## src/rtl/vga_timing_pkg.sv

```systemverilog
// Shared types and standard mode constants for the VGA raster timing generator.
package vga_timing_pkg;

    // Position of a counter within one axis of the raster.
    typedef enum logic [1:0] {
        REGION_ACTIVE = 2'd0,
        REGION_FP     = 2'd1,
        REGION_SYNC   = 2'd2,
        REGION_BP     = 2'd3
    } region_t;

    // Complete timing description of one video mode.
    typedef struct packed {
        int unsigned h_active;
        int unsigned h_fp;
        int unsigned h_sync;
        int unsigned h_bp;
        int unsigned v_active;
        int unsigned v_fp;
        int unsigned v_sync;
        int unsigned v_bp;
        logic        hs_pol;
        logic        vs_pol;
    } vga_mode_t;

    localparam vga_mode_t MODE_640X480_60 = '{
        h_active: 32'd640, h_fp: 32'd16, h_sync: 32'd96,  h_bp: 32'd48,
        v_active: 32'd480, v_fp: 32'd10, v_sync: 32'd2,   v_bp: 32'd33,
        hs_pol:   1'b0,    vs_pol: 1'b0
    };

    localparam vga_mode_t MODE_800X600_60 = '{
        h_active: 32'd800, h_fp: 32'd40, h_sync: 32'd128, h_bp: 32'd88,
        v_active: 32'd600, v_fp: 32'd1,  v_sync: 32'd4,   v_bp: 32'd23,
        hs_pol:   1'b1,    vs_pol: 1'b1
    };

endpackage

```

## src/rtl/vga_timing_gen_if.sv

```systemverilog
// Video timing bus: pixel clock enable in, sync/enable/coordinates/strobes out.
interface vga_timing_gen_if #(
    parameter int unsigned XW = 10,
    parameter int unsigned YW = 10
);
    logic          CE;
    logic          H_SYNC;
    logic          V_SYNC;
    logic          DE;
    logic [XW-1:0] PIX_X;
    logic [YW-1:0] PIX_Y;
    logic          LINE_START;
    logic          FRAME_START;

    // Timing generator side.
    modport master (
        input  CE,
        output H_SYNC, V_SYNC, DE, PIX_X, PIX_Y, LINE_START, FRAME_START
    );

    // Pixel pipeline / pin side.
    modport slave (
        output CE,
        input  H_SYNC, V_SYNC, DE, PIX_X, PIX_Y, LINE_START, FRAME_START
    );
endinterface

```

## src/rtl/vga_axis_counter.sv

```systemverilog
// One raster axis: wrapping position counter plus region decode of the current count.
module vga_axis_counter
    import vga_timing_pkg::*;
#(
    parameter  int unsigned ACTIVE = 640,
    parameter  int unsigned FP     = 16,
    parameter  int unsigned SYNC   = 96,
    parameter  int unsigned BP     = 48,
    localparam int unsigned TOTAL  = ACTIVE + FP + SYNC + BP,
    localparam int unsigned W      = $clog2(TOTAL)
) (
    input  logic         CLK,
    input  logic         RST,
    input  logic         advance,
    output logic [W-1:0] cnt,
    output logic         wrap_c,
    output region_t      region_c
);

    localparam int unsigned FP_START   = ACTIVE;
    localparam int unsigned SYNC_START = ACTIVE + FP;
    localparam int unsigned BP_START   = ACTIVE + FP + SYNC;

    // Terminal count reached on an advancing cycle.
    assign wrap_c = advance && (cnt == W'(TOTAL - 1));

    // Position counter, wraps to zero after the last position.
    always_ff @(posedge CLK or posedge RST) begin
        if (RST) begin
            cnt <= '0;
        end else if (advance) begin
            cnt <= wrap_c ? '0 : cnt + W'(1);
        end
    end

    // Region of the count currently held.
    always_comb begin
        region_c = REGION_BP;
        if (cnt < W'(FP_START)) begin
            region_c = REGION_ACTIVE;
        end else if (cnt < W'(SYNC_START)) begin
            region_c = REGION_FP;
        end else if (cnt < W'(BP_START)) begin
            region_c = REGION_SYNC;
        end
    end

endmodule

```

## src/rtl/vga_timing_gen.sv

```systemverilog
// Parametrised VGA raster timing generator with pixel clock enable.
module vga_timing_gen
    import vga_timing_pkg::*;
#(
    parameter int unsigned H_ACTIVE = MODE_640X480_60.h_active,
    parameter int unsigned H_FP     = MODE_640X480_60.h_fp,
    parameter int unsigned H_SYNC   = MODE_640X480_60.h_sync,
    parameter int unsigned H_BP     = MODE_640X480_60.h_bp,
    parameter int unsigned V_ACTIVE = MODE_640X480_60.v_active,
    parameter int unsigned V_FP     = MODE_640X480_60.v_fp,
    parameter int unsigned V_SYNC   = MODE_640X480_60.v_sync,
    parameter int unsigned V_BP     = MODE_640X480_60.v_bp,
    parameter bit          HS_POL   = MODE_640X480_60.hs_pol,
    parameter bit          VS_POL   = MODE_640X480_60.vs_pol
) (
    input  logic             CLK,
    input  logic             RST,
    vga_timing_gen_if.master vga
);

    localparam int unsigned H_TOTAL = H_ACTIVE + H_FP + H_SYNC + H_BP;
    localparam int unsigned V_TOTAL = V_ACTIVE + V_FP + V_SYNC + V_BP;
    localparam int unsigned XW      = $clog2(H_TOTAL);
    localparam int unsigned YW      = $clog2(V_TOTAL);

    // Every region must be at least one unit wide for the decode to be meaningful.
    if (H_ACTIVE == 0 || H_FP == 0 || H_SYNC == 0 || H_BP == 0 ||
        V_ACTIVE == 0 || V_FP == 0 || V_SYNC == 0 || V_BP == 0) begin : g_param_check
        $error("vga_timing_gen: all timing parameters must be greater than zero");
    end

    logic [XW-1:0] h_cnt;
    logic [YW-1:0] v_cnt;
    logic          h_wrap_c;
    logic          v_wrap_c;
    region_t       h_region_c;
    region_t       v_region_c;
    logic          de_c;

    vga_axis_counter #(
        .ACTIVE (H_ACTIVE),
        .FP     (H_FP),
        .SYNC   (H_SYNC),
        .BP     (H_BP)
    ) u_h_axis (
        .CLK      (CLK),
        .RST      (RST),
        .advance  (vga.CE),
        .cnt      (h_cnt),
        .wrap_c   (h_wrap_c),
        .region_c (h_region_c)
    );

    // Lines advance only on the pixel that ends a line.
    vga_axis_counter #(
        .ACTIVE (V_ACTIVE),
        .FP     (V_FP),
        .SYNC   (V_SYNC),
        .BP     (V_BP)
    ) u_v_axis (
        .CLK      (CLK),
        .RST      (RST),
        .advance  (h_wrap_c),
        .cnt      (v_cnt),
        .wrap_c   (v_wrap_c),
        .region_c (v_region_c)
    );

    assign de_c = (h_region_c == REGION_ACTIVE) && (v_region_c == REGION_ACTIVE);

    // Output stage: loads the decode of the current position on each pixel enable;
    // levels hold between enables, strobes last exactly one clock.
    always_ff @(posedge CLK or posedge RST) begin
        if (RST) begin
            vga.H_SYNC      <= ~HS_POL;
            vga.V_SYNC      <= ~VS_POL;
            vga.DE          <= 1'b0;
            vga.PIX_X       <= '0;
            vga.PIX_Y       <= '0;
            vga.LINE_START  <= 1'b0;
            vga.FRAME_START <= 1'b0;
        end else begin
            vga.LINE_START  <= 1'b0;
            vga.FRAME_START <= 1'b0;
            if (vga.CE) begin
                vga.H_SYNC      <= (h_region_c == REGION_SYNC) ? HS_POL : ~HS_POL;
                vga.V_SYNC      <= (v_region_c == REGION_SYNC) ? VS_POL : ~VS_POL;
                vga.DE          <= de_c;
                vga.PIX_X       <= de_c ? h_cnt : '0;
                vga.PIX_Y       <= de_c ? v_cnt : '0;
                vga.LINE_START  <= (h_cnt == '0);
                vga.FRAME_START <= (h_cnt == '0) && (v_cnt == '0);
            end
        end
    end

    // The frame-end pixel must return both counters to the origin.
    frame_wrap_origin: assert property (@(posedge CLK) disable iff (RST)
        v_wrap_c |=> ((h_cnt == '0) && (v_cnt == '0)));

endmodule

```

## src/flat_wrapper.sv

```systemverilog
// flat-port wrapper written by rule: the top's interface ports become plain ports
module vga_timing_gen_flat import vga_timing_pkg::*;
#(
    parameter int unsigned H_ACTIVE = MODE_640X480_60.h_active,
    parameter int unsigned H_FP     = MODE_640X480_60.h_fp,
    parameter int unsigned H_SYNC   = MODE_640X480_60.h_sync,
    parameter int unsigned H_BP     = MODE_640X480_60.h_bp,
    parameter int unsigned V_ACTIVE = MODE_640X480_60.v_active,
    parameter int unsigned V_FP     = MODE_640X480_60.v_fp,
    parameter int unsigned V_SYNC   = MODE_640X480_60.v_sync,
    parameter int unsigned V_BP     = MODE_640X480_60.v_bp,
    parameter bit          HS_POL   = MODE_640X480_60.hs_pol,
    parameter bit          VS_POL   = MODE_640X480_60.vs_pol
)
  (CLK, RST, vga_CE, vga_H_SYNC, vga_V_SYNC, vga_DE, vga_PIX_X, vga_PIX_Y, vga_LINE_START, vga_FRAME_START);
  vga_timing_gen_if #(.XW(4), .YW(3)) vga_i ();
  input  logic CLK;
  input  logic RST;
  input wire logic [$bits(vga_i.CE)-1:0] vga_CE;
  output wire logic [$bits(vga_i.H_SYNC)-1:0] vga_H_SYNC;
  output wire logic [$bits(vga_i.V_SYNC)-1:0] vga_V_SYNC;
  output wire logic [$bits(vga_i.DE)-1:0] vga_DE;
  output wire logic [$bits(vga_i.PIX_X)-1:0] vga_PIX_X;
  output wire logic [$bits(vga_i.PIX_Y)-1:0] vga_PIX_Y;
  output wire logic [$bits(vga_i.LINE_START)-1:0] vga_LINE_START;
  output wire logic [$bits(vga_i.FRAME_START)-1:0] vga_FRAME_START;
  assign vga_i.CE = vga_CE;
  assign vga_H_SYNC = vga_i.H_SYNC;
  assign vga_V_SYNC = vga_i.V_SYNC;
  assign vga_DE = vga_i.DE;
  assign vga_PIX_X = vga_i.PIX_X;
  assign vga_PIX_Y = vga_i.PIX_Y;
  assign vga_LINE_START = vga_i.LINE_START;
  assign vga_FRAME_START = vga_i.FRAME_START;
  vga_timing_gen #(.H_ACTIVE(H_ACTIVE), .H_FP(H_FP), .H_SYNC(H_SYNC), .H_BP(H_BP), .V_ACTIVE(V_ACTIVE), .V_FP(V_FP), .V_SYNC(V_SYNC), .V_BP(V_BP), .HS_POL(HS_POL), .VS_POL(VS_POL)) u_core (.CLK(CLK), .RST(RST), .vga(vga_i));
endmodule
```

## config.mk

```make
export PLATFORM = sky130hd
export DESIGN_NAME = vga_timing_gen_flat
export DESIGN_NICKNAME = d
export VERILOG_FILES = /design/src/rtl/vga_timing_pkg.sv /design/src/rtl/vga_timing_gen_if.sv /design/src/rtl/vga_axis_counter.sv /design/src/rtl/vga_timing_gen.sv /design/src/flat_wrapper.sv
export SDC_FILE = /design/constraint.sdc
export NUM_CORES = 1
export LEC_CHECK = 0
export BUFFER_PORTS_ARGS = -buffer_cell sky130_fd_sc_hd__buf_2
export CORE_UTILIZATION = 25
export CTS_CLUSTER_SIZE = 20
export DETAILED_ROUTE_END_ITERATION = 7
export GPL_ROUTABILITY_DRIVEN = 0
export PLACE_DENSITY = 0.46
export SKIP_LAST_GASP = 1
export SLEW_MARGIN = 20
export SYNTH_ARGS = -nofsm -noshare
export SYNTH_HDL_FRONTEND = slang
export SYNTH_SLANG_ARGS = --single-unit
```

## constraint.sdc

```tcl
create_clock -name CLK -period 2.5 [get_ports CLK]
set_clock_uncertainty 0.2 [all_clocks]
set_input_delay 0.25 -clock CLK [delete_from_list [all_inputs] [get_ports CLK]]
set_output_delay 0.25 -clock CLK [all_outputs]
set_load 0.02 [all_outputs]
```

==> summary.txt, run 1 <==
Global route
  – Vias in the first global route: 1100
  – Antenna violations before repair: 0
  – Total GRT Usage: 11.0%
  – First-pass GRT wire length: 5350 µm
  – Gr ovfl total: 0
  – Largest net degree at the start of global routing: 33

CTS
  – TritonCTS Sinks: 32
  – CTS root buffer: clkbuf_8
  – CTS tree: yes
  – Htree depth: 2
  – Total CTS buffers: 5
  – Post-CTS sizing: 0
  – Bufs on Longest Clock Path: 2
  – Clk pin slew, worst setup/hold paths: 60 ps
  – Setup bufs post-CTS: 0
  – Hold buffers post-CTS: 1
  – Clock latency on the worst-skew pair: 290 ps

Synthesis
  – Register area share after synthesis: 52.2%
  – Syn Inst Count: 146
  – Most frequent cells after synthesis: dfrtp_1, nand3_1, inv_1, nor2_1
  – Mapped Nets: 153
  – Synth Area in Adders: 3.25%
  – Synth async-reset ratio: 100%
  – Flops & latches, synth: 32
  – Synth top area share: 48.8%
  – Compound-Gate Fraction of Synth Area: 11.5%
  – Number of flops mapped to enable cells by yosys: 0
  – Largest family of logic cells by synthesized area: simple AND/OR/NAND/NOR gates
  – Post-Synth XOR/XNOR Area: 5.69%
  – Simple-Gate Fraction of Synth Area: 23.3%
  – Synth area leader: dfrtp_1
  – YS warnings: 0
  – Post-synthesis mux area share: 0%
  – Count leader, synth: dfrtp_1
  – Avg Inst Size Synth: 10.5 µm²
  – Main synth FF type: dfrtp_1
  – Synth area leaders: dfrtp_1, a22o_1, xnor2_1
  – Synth unique cells: 35
  – Cell area after synthesis: 0.00154 mm²

Final layout
  – Final #Nets: 171
  – Fillcell total: 603
  – Share of layout cells above drive strength 1: 19.5%
  – Reg area: 803 µm²
  – Multi-input gate area: 674 µm²
  – Synthesis-to-finish area growth: 16.3%
  – Antenna Cells: 0

Status
  – Status: completed

STA
  – Final Hold Viols: 0
  – Minimum clock period: 1990 ps
  – Final worst-path cycle share: 79.5%
  – Final setup TNS: 0 ps
  – RSZ-0062 raised after global routing: no
  – Worst slew pin tran: 445 ps
  – Max Fclk: 503 MHz
  – Setup violators final: 0
  – Fin Hold WS: 130 ps
  – Slew Viols, Final: 0
  – Max-slew headroom: 69.9%

Setup path
  – Crit start category: register
  – Worst path slowest cell: and3_1
  – CP peak stage delay: 440 ps
  – Critical path type: reg2reg
  – Crit. End Element: register
  – CP Max Fanout: 9
  – Most used cell, CP: and3_1
  – Worst path cell trace: ha_1 > and3_1 > and3_1 > nand2_4 > o31ai_1
  – Crit path arrival time: 1980 ps
  – Critical path data required time: 2490 ps
  – Worst R2R Setup Slack: 510 ps

Drt
  – 1st-iter DRT viols: 57
  – Via-per-instance ratio: 4.79
  – DRC viols: 0
  – Final Routed Wirelength: 3140 µm
  – Routed WL per cell: 13.1 µm
  – Drt first pass iters: 4
  – Via count: 1146
  – Post-route ant nets: 0

Power
  – P per Cell Area: 670 mW/mm²
  – Sw frac: 27.5%
  – Worst IR drop on VDD: 0.233 mV
  – Pleak: 0.818 nW
  – NetSw: 0.000330 W
  – Comb pwr share: 11.1%
  – Clk pwr share: 35.7%
  – Seq pwr share: 53.2%
  – Int Power: 0.000869 W

Floorplanning
  – Die Height: 80.5 µm
  – Die area: 0.00647 mm²
  – Top Ports: 15
  – Initial core utilization: 26.0%
  – Std cell rows: 28
  – Die Width: 80.5 µm
  – Core Footprint: 0.00592 mm²

Place
  – HPWL after DPL: 2160 µm
  – Port bufs: 14

Flow run
  – Max-cap violations: 0

Hold path
  – Hold Path Class: in2reg
## power groups by stage
stage          clock, W  sequential (W)  combinational (W)
2_1_floorplan         0        0.000629           0.000104
3_3_place_gp          0        0.000642           0.000130
3_5_place_dp          0        0.000643           0.000133
4_1_cts        0.000445        0.000634           0.000136
5_1_grt        0.000468        0.000643           0.000156
6_report       0.000428        0.000638           0.000133
## cells in the final DEF (no fill, tap or decap), types with 2 or more instances in the layout
cell type and instances:
o21ai_0 7, nor2_1 8, clkbuf_8 7, nor4_1 4, o21ai_1 5, xor2_1 3
xnor2_1 7, nor3_1 3, a21oi_1 4, and3_2 2, ha_1 4, a22o_1 7
or3_1 2, and3_1 6, nand4_1 5, and4_1 2, o31ai_1 3, inv_1 9
nand3_1 11, nand2_1 6, dfrtp_1 30, dfstp_2 2, buf_2 14
## critical path, delay by kind of cell, from the launching register on
family	cells	cell delay, ps
AOI/OAI and AO/OA	1	250
and+or+nand+nor	3	750
DFF	1	430
adders and majority gates	1	260
## cell families (layout without fill, tap and decap cells)
logic type | Yosys count | in the layout
and+or+nand+nor | 58 | 58
adders and majority gates | 4 | 4
AOI/OAI and AO/OA | 28 | 28
buffers and inverters | 14 | 32
DFF | 32 | 32
xor gates and xnor gates | 10 | 10
## layout make-up
class	instances	area share [%]
clock buffer	7	5.38
inverter	9	1.89
multi-input combinational	100	37.7
sequential	32	44.9
tap	75	5.24
timing repair buffer	16	4.90
## path summary, 6_finish.rpt
| check | from | endpoint | cells after the start |
|---|---|---|---|
| worst min register to register | u_core.vga.DE | u_core.vga.DE | 1 |
| min in group asynchronous | RST | u_core.u_v_axis.cnt[3] | 4 |
| worst max register to register | u_core.u_h_axis.cnt[1] | u_core.u_v_axis.cnt[8] | 5 |
| worst max-delay path | u_core.u_h_axis.cnt[1] | u_core.u_v_axis.cnt[8] | 5 |
| max in group asynchronous | RST | u_core.vga.H_SYNC | 4 |
| worst min-delay path | vga_CE | u_core.vga.V_SYNC | 2 |
## metal layers
metal	GRT usage, %	up-vias	wire length, µm
met5	0	-	0
met4	5.89	0	75
met3	2.73	5	94
met2	15.4	16	1310
met1	15.2	558	1660
li1	-	567	-
## metrics by stage
stage	power, W	utilization (%)	area, µm²	instances	setup WS, ps
after floorplan	0.000733	-	1540	146	776
after global placement	0.000772	28.4	1680	231	521
after detailed placement	0.000776	28.4	1680	231	510
after CTS	0.00121	30.2	1790	239	501
after global routing	0.00127	30.2	1790	239	226
final	0.00120	30.2	1790	239	512
## sequential cells by signal, summed over array words and instances, names as in the netlist
name	cells
u_core.u_h_axis.cnt	10
u_core.u_v_axis.cnt	10
u_core.vga.PIX_X	4
u_core.vga.PIX_Y	3
u_core.vga.DE	1
u_core.vga.FRAME_START	1
u_core.vga.H_SYNC	1
u_core.vga.LINE_START	1
u_core.vga.V_SYNC	1
Note: power is estimated with default switching activity, not from simulation.
==> inputs of run 2 (changes only) <==
Settings changed: PLACE_DENSITY 0.46 to 0.48.
Clock period 2.5 ns to 1.6 ns, I/O delays scaled along.
==> run 2 against run 1 <==
Effect of this change: the flow now finishes with violations (setup timing); routed wire length increased by 11%; sequential cell count unchanged; die area unchanged; sequential share of layout area decreased by 7.0 points; clock power increased by 52%; cell count increased by 15%; power increased by 65%; worst setup slack got worse by 600 ps; non-clock buffer count increased by 36; clock-buffer cell count decreased by 1; register-to-register slack got worse by 600 ps; critical path type unchanged.
==> summary.txt, run 2 (synthesized netlist as in run 1, its figures left out) <==
Global route
  – Gr ovfl total: 0
  – Largest net degree at the start of global routing: 33
  – Antenna violations before repair: 0
  – Vias in the first global route: 1199
  – First-pass GRT wire length: 5950 µm
  – Total GRT Usage: 12.3%

Power
  – Worst IR drop on VDD: 0.319 mV
  – Pleak: 1.02 nW
  – P per Cell Area: 936 mW/mm²
  – Tot Pwr: 0.00198 W

CTS
  – Bufs on Longest Clock Path: 2
  – Htree depth: 2
  – Total CTS buffers: 5
  – Clock latency on the worst-skew pair: 280 ps
  – CTS root buffer: clkbuf_8
  – TritonCTS Sinks: 32
  – CTS tree: yes
  – Clk pin slew, worst setup/hold paths: 70 ps

Place
  – Port bufs: 14
  – Dpl cells: 266
  – Placed Area: 0.00198 mm²
  – Post-Place Setup Slack: -110 ps
  – HPWL after DPL: 2530 µm

Floorplanning
  – Die Height: 80.5 µm
  – Die Width: 80.5 µm
  – Core Footprint: 0.00592 mm²
  – Initial core utilization: 26.0%
  – Die area: 0.00647 mm²
  – Std cell rows: 28
  – Top Ports: 15

STA
  – Final worst slack: -89.5 ps
  – Final Hold Viols: 0
  – Worst slew pin tran: 438 ps
  – Slew Viols, Final: 0
  – RSZ-0062 raised after global routing: yes
  – Minimum clock period: 1690 ps
  – Max Fclk: 592 MHz
  – Fin Hold WS: 43.4 ps
  – Setup violators final: 9
  – Max-slew headroom: 70.8%
  – Final worst-path cycle share: 106%

Drt
  – Via-per-instance ratio: 4.56
  – DRC viols: 0
  – Drt first pass iters: 4
  – Final Routed Wirelength: 3490 µm
  – Via count: 1259
  – Post-route ant nets: 0
  – 1st-iter DRT viols: 71
  – Routed WL per cell: 12.6 µm

Setup path
  – Crit. End Element: register
  – Critical path type: reg2reg
  – Crit path from: u_core.u_h_axis.cnt[5]
  – Worst path cell trace: nor4b_4 > nand3_2 > or4_1 > o21ai_1
  – Worst path slowest cell: dfrtp_2
  – Worst reg2reg path depth: 4
  – Crit start category: register
  – Worst R2R Setup Slack: -90 ps
  – Crit path to: u_core.u_v_axis.cnt[9]
  – Crit path arrival time: 1700 ps
  – CP Max Fanout: 5
  – Critical path data required time: 1610 ps
  – CP peak stage delay: 420 ps
  – Reg-to-reg startpoint: u_core.u_h_axis.cnt[5]
  – FF-to-FF End: u_core.u_v_axis.cnt[9]

Flow run
  – Max-cap violations: 0

Status
  – Failing checks: setup timing
  – Status: finished, violations left

Final layout
  – Synthesis-to-finish area growth: 37.8%
  – Commonest cells after routing, fill and taps aside: buf_4, dfrtp_1, buf_2
  – Share of layout cells above drive strength 1: 38.3%
  – Fin cells: 276
  – Fillcell total: 611
  – Design area: 0.00212 mm²
  – Most common cell after layout, fill and taps aside: buf_4
  – Largest registers: u_core.u_h_axis.cnt (10), u_core.u_v_axis.cnt (10), u_core.vga.PIX_X (4)
  – Antenna Cells: 0
  – Final #Nets: 207

Hold path
  – Hold Path Class: in2reg
[run 2: cell count changes in the layout (fill, tap and decap cells not counted), moves of 2 or more]
cell,delta
buf_6,+2
buf_4,+33
ha_2,+2
o21ai_0,-3
o21ai_1,+2
and3_1,-2
clkinv_2,+2
ha_1,-2
[run 2: worst max-delay path: cells and delay by family, from the launching register on]
| family | cells | cell delay [ps] |
|---|---|---|
| AO/OA/AOI/OAI | 1 | 80 |
| flip-flops | 1 | 420 |
| AND/OR/NAND/NOR | 3 | 920 |
[run 2: what timing repair did]
action,in CTS,in global routing
endpoints found under the hold margin,30,0
endpoints found under the setup margin,14,21
hold buffers,1,0
pin swaps,2,5
gates resized for setup,6,5
buffers inserted,0,1
[run 2: power by group]
part | total (W) | switching, W | internal [W]
logic | 0.000392 | 0.000185 | 0.000206
clock network | 0.000650 | 0.000307 | 0.000343
registers | 0.000942 | 0.0000634 | 0.000879
[run 2: metal layers]
metal  global-route usage, %  vias to the layer above  wire length (µm)  share of wire, %
li1                        -                      640                 -                 -
met5                       0                        -                 0                 0
met3                    3.75                        4               145               4.2
met2                    18.3                       25              1460                42
met1                    16.5                      590              1830                53
met4                    4.82                        0                45               1.3
[run 2: layout make-up]
| cell class | count | area [µm²] | area share [%] |
|---|---|---|---|
| well taps | 75 | 93.8 | 4.42 |
| flip-flops and latches | 32 | 805 | 37.9 |
| multi-input cells | 100 | 718 | 33.9 |
| repair buffers | 52 | 378 | 17.8 |
| clock buffers | 6 | 82.6 | 3.89 |
| inverters | 9 | 33.8 | 1.59 |
| clock inverters | 2 | 10.0 | 0.472 |
[run 2: metrics by stage]
stage	util [%]	setup TNS, ps
floorplan	-	-16.9
global placement	33.4	-598
detailed placement	33.4	-893
CTS	35.5	-403
global route	35.8	-1790
finish	35.8	-365
[run 2: how the worst min path moves through the flow]
stage / start / cells past startpoint / endpoint
after global routing: vga_CE / 3 / u_core.u_h_axis.cnt[1]
after global placement: RST / 3 / u_core.vga.PIX_Y[1]
after detailed placement: RST / 3 / u_core.vga.PIX_Y[1]
final: vga_CE / 3 / u_core.u_h_axis.cnt[1]
after CTS: vga_CE / 3 / u_core.u_h_axis.cnt[0]
after floorplan: RST / 1 / u_core.u_h_axis.cnt[0]
==> inputs of run 3 (changes only) <==
Settings changed: ABC_AREA set to 1, GPL_TIMING_DRIVEN set to 0, PLACE_DENSITY 0.48 to 0.47.
==> run 3 against run 2 <==
Effect of this change: the flow now finishes without violations; synthesized cell count is 50% higher; register-to-register slack better by 100 ps; worst setup slack better by 100 ps; non-clock buffer count is 25 lower; sequential cell count stayed put; clock power is 8.0% higher.
==> summary.txt, run 3 <==
Drt
  – 1st-iter DRT viols: 63
  – Via-per-instance ratio: 4.51
  – DRC viols: 0
  – Routed WL per cell: 11.8 µm
  – Final Routed Wirelength: 3880 µm
  – Post-route ant nets: 0
  – Drt first pass iters: 4
  – Via count: 1487

Synthesis
  – Cell area after synthesis: 0.00174 mm²
  – Synth area leader: dfrtp_1
  – Synth area leaders: dfrtp_1, nand2_1, inv_1
  – Syn Inst Count: 219
  – Synth top area share: 43.0%
  – Synth async-reset ratio: 100%
  – Mapped Nets: 226
  – Avg Inst Size Synth: 7.96 µm²
  – YS warnings: 0
  – Flops & latches, synth: 32
  – Register area share after synthesis: 46.1%
  – Most frequent cells after synthesis: nand2_1, inv_1, dfrtp_1, nor2_1, o21ai_0
  – Main synth FF type: dfrtp_1
  – Count leader, synth: nand2_1
  – Synth unique cells: 26
  – Number of flops mapped to enable cells by yosys: 0

Power
  – Clk pwr share: 32.7%
  – P per Cell Area: 988 mW/mm²
  – Seq pwr share: 47.4%
  – Tot Pwr: 0.00215 W
  – Sw frac: 31.4%
  – Int Power: 0.00147 W
  – Comb pwr share: 19.9%
  – Pleak: 1.02 nW
  – NetSw: 0.000675 W
  – Worst IR drop on VDD: 0.594 mV

Final layout
  – Most common cell after layout, fill and taps aside: nand2_1
  – Fin cells: 330
  – Final #Nets: 256
  – Commonest cells after routing, fill and taps aside: nand2_1, inv_1, dfrtp_1
  – Largest registers: u_core.u_h_axis.cnt (10), u_core.u_v_axis.cnt (10), u_core.vga.PIX_X (4)
  – Share of layout cells above drive strength 1: 29.6%
  – Design area: 0.00217 mm²
  – Synthesis-to-finish area growth: 24.6%
  – Antenna Cells: 0

Global route
  – Gr ovfl total: 0
  – First-pass GRT wire length: 6490 µm
  – GR Util met1: 14.8%
  – Vias in the first global route: 1358
  – Grt met2 use: 18.2%
  – Largest net degree at the start of global routing: 33
  – Grt peak-use layer: met2
  – GR Util met3: 3.18%
  – Total GRT Usage: 11.5%
  – Antenna violations before repair: 0

Place
  – Dpl cells: 313
  – Post-Place Setup Slack: -77.3 ps
  – Port bufs: 14
  – Placed Area: 0.00191 mm²
  – HPWL after DPL: 2700 µm

Setup path
  – Critical path type: reg2reg
  – Reg-to-reg startpoint: u_core.u_h_axis.cnt[0]
  – Crit path arrival time: 1600 ps
  – FF-to-FF End: u_core.u_v_axis.cnt[3]
  – CP Max Fanout: 5
  – Crit. End Element: register
  – Critical path data required time: 1620 ps
  – Worst reg2reg path depth: 8
  – Worst R2R Setup Slack: 10 ps
  – Crit path from: u_core.u_h_axis.cnt[0]
  – Crit start category: register

Hold path
  – Hold endpoint: u_core.u_h_axis.cnt[1]
  – Worst Hold Depth: 3
  – Hold_sp: vga_CE
  – Hold Path Class: in2reg

Floorplanning
  – Die Height: 85.5 µm
  – Die Width: 85.5 µm
  – Die area: 0.00731 mm²
  – Top Ports: 15
  – Std cell rows: 30
  – Core Footprint: 0.00676 mm²
  – Initial core utilization: 25.8%

STA
  – Minimum clock period: 1590 ps
  – Final Hold Viols: 0
  – Worst slew pin tran: 679 ps
  – RSZ-0062 raised after global routing: yes
  – Final worst slack: 13.6 ps
  – Final worst-path cycle share: 99.2%
  – Max Fclk: 630 MHz
  – Setup violators final: 0
  – Slew Viols, Final: 0
  – Max-slew headroom: 54.6%

CTS
  – Total CTS buffers: 5
  – Clock latency on the worst-skew pair: 290 ps
  – TritonCTS Sinks: 32
  – Clk pin slew, worst setup/hold paths: 70 ps
  – CTS tree: yes
  – Htree depth: 2
  – Bufs on Longest Clock Path: 2
  – CTS root buffer: clkbuf_8

Status
  – Status: completed

Flow run
  – Max-cap violations: 0
## run 3: worst max-delay path by stage
stage / to / slack (ps) / cells past startpoint
floorplan: u_core.u_v_axis.cnt[5] / 100 / 7
global placement: u_core.u_v_axis.cnt[5] / -40 / 7
detailed placement: u_core.u_v_axis.cnt[5] / -80 / 7
CTS: u_core.u_v_axis.cnt[5] / -50 / 7
global route: u_core.u_v_axis.cnt[1] / -110 / 8
finish: u_core.u_v_axis.cnt[3] / 10 / 8
## run 3: area by class of cell
| type | count | area, µm² |
|---|---|---|
| buffer | 4 | 27.5 |
| clock buffer | 8 | 100 |
| fill | 714 | 4580 |
| inverter | 37 | 139 |
| multi-input combinational | 146 | 855 |
| sequential | 32 | 808 |
| tap | 80 | 100 |
| timing repair buffer | 23 | 144 |
## run 3: cells by family after synthesis
logic type / Yosys count / synth area share (%)
fa+ha+maj: 4 / 2.87
simple gates: 109 / 30.4
xor+xnor: 7 / 3.52
buf+inv: 41 / 9.54
flops: 32 / 46.1
compound gates: 26 / 7.60
## run 3: routing by layer
layer	vias to the layer above	wire length, µm
met5	-	0
met4	0	76
met3	7	107
met2	17	1810
met1	699	1890
li1	764	-
## run 3: critical path, cell delays in order (launching register included)
cell and delay (ps):
dfrtp_1 360, ha_2 190, nand2_2 80, nor2_4 140, nand3_4 100, nor2_4 170, buf_6 140, nand3b_1 70
o21ai_1 70
## run 3: timing repair
| action | 4_1_cts | 5_1_grt |
|---|---|---|
| gates resized for setup | 9 | 24 |
| endpoints found under the setup margin | 8 | 22 |
| pin swaps | 3 | 9 |
| endpoints found under the hold margin | 30 | 0 |
| hold buffers | 1 | 0 |
| setup buffers | 4 | 3 |
| cloned | 1 | 0 |
## run 3: per-stage QoR
step                util, %  hold WS [ps]  TNS [ps]
floorplan                 -          74.7         0
global placement       28.3           259      -107
detailed placement     28.3           118      -332
CTS                    30.8          84.7      -149
global route           32.2           113      -793
finish                 32.2           103         0
## run 3: power by group through the flow
stage	sequential, W	combinational (W)	clock (W)
final	0.00102	0.000426	0.000702
after CTS	0.00101	0.000425	0.000725
after global placement	0.00103	0.000378	0
after detailed placement	0.00103	0.000383	0
after global routing	0.00103	0.000478	0.000766
after floorplan	0.00106	0.000237	0
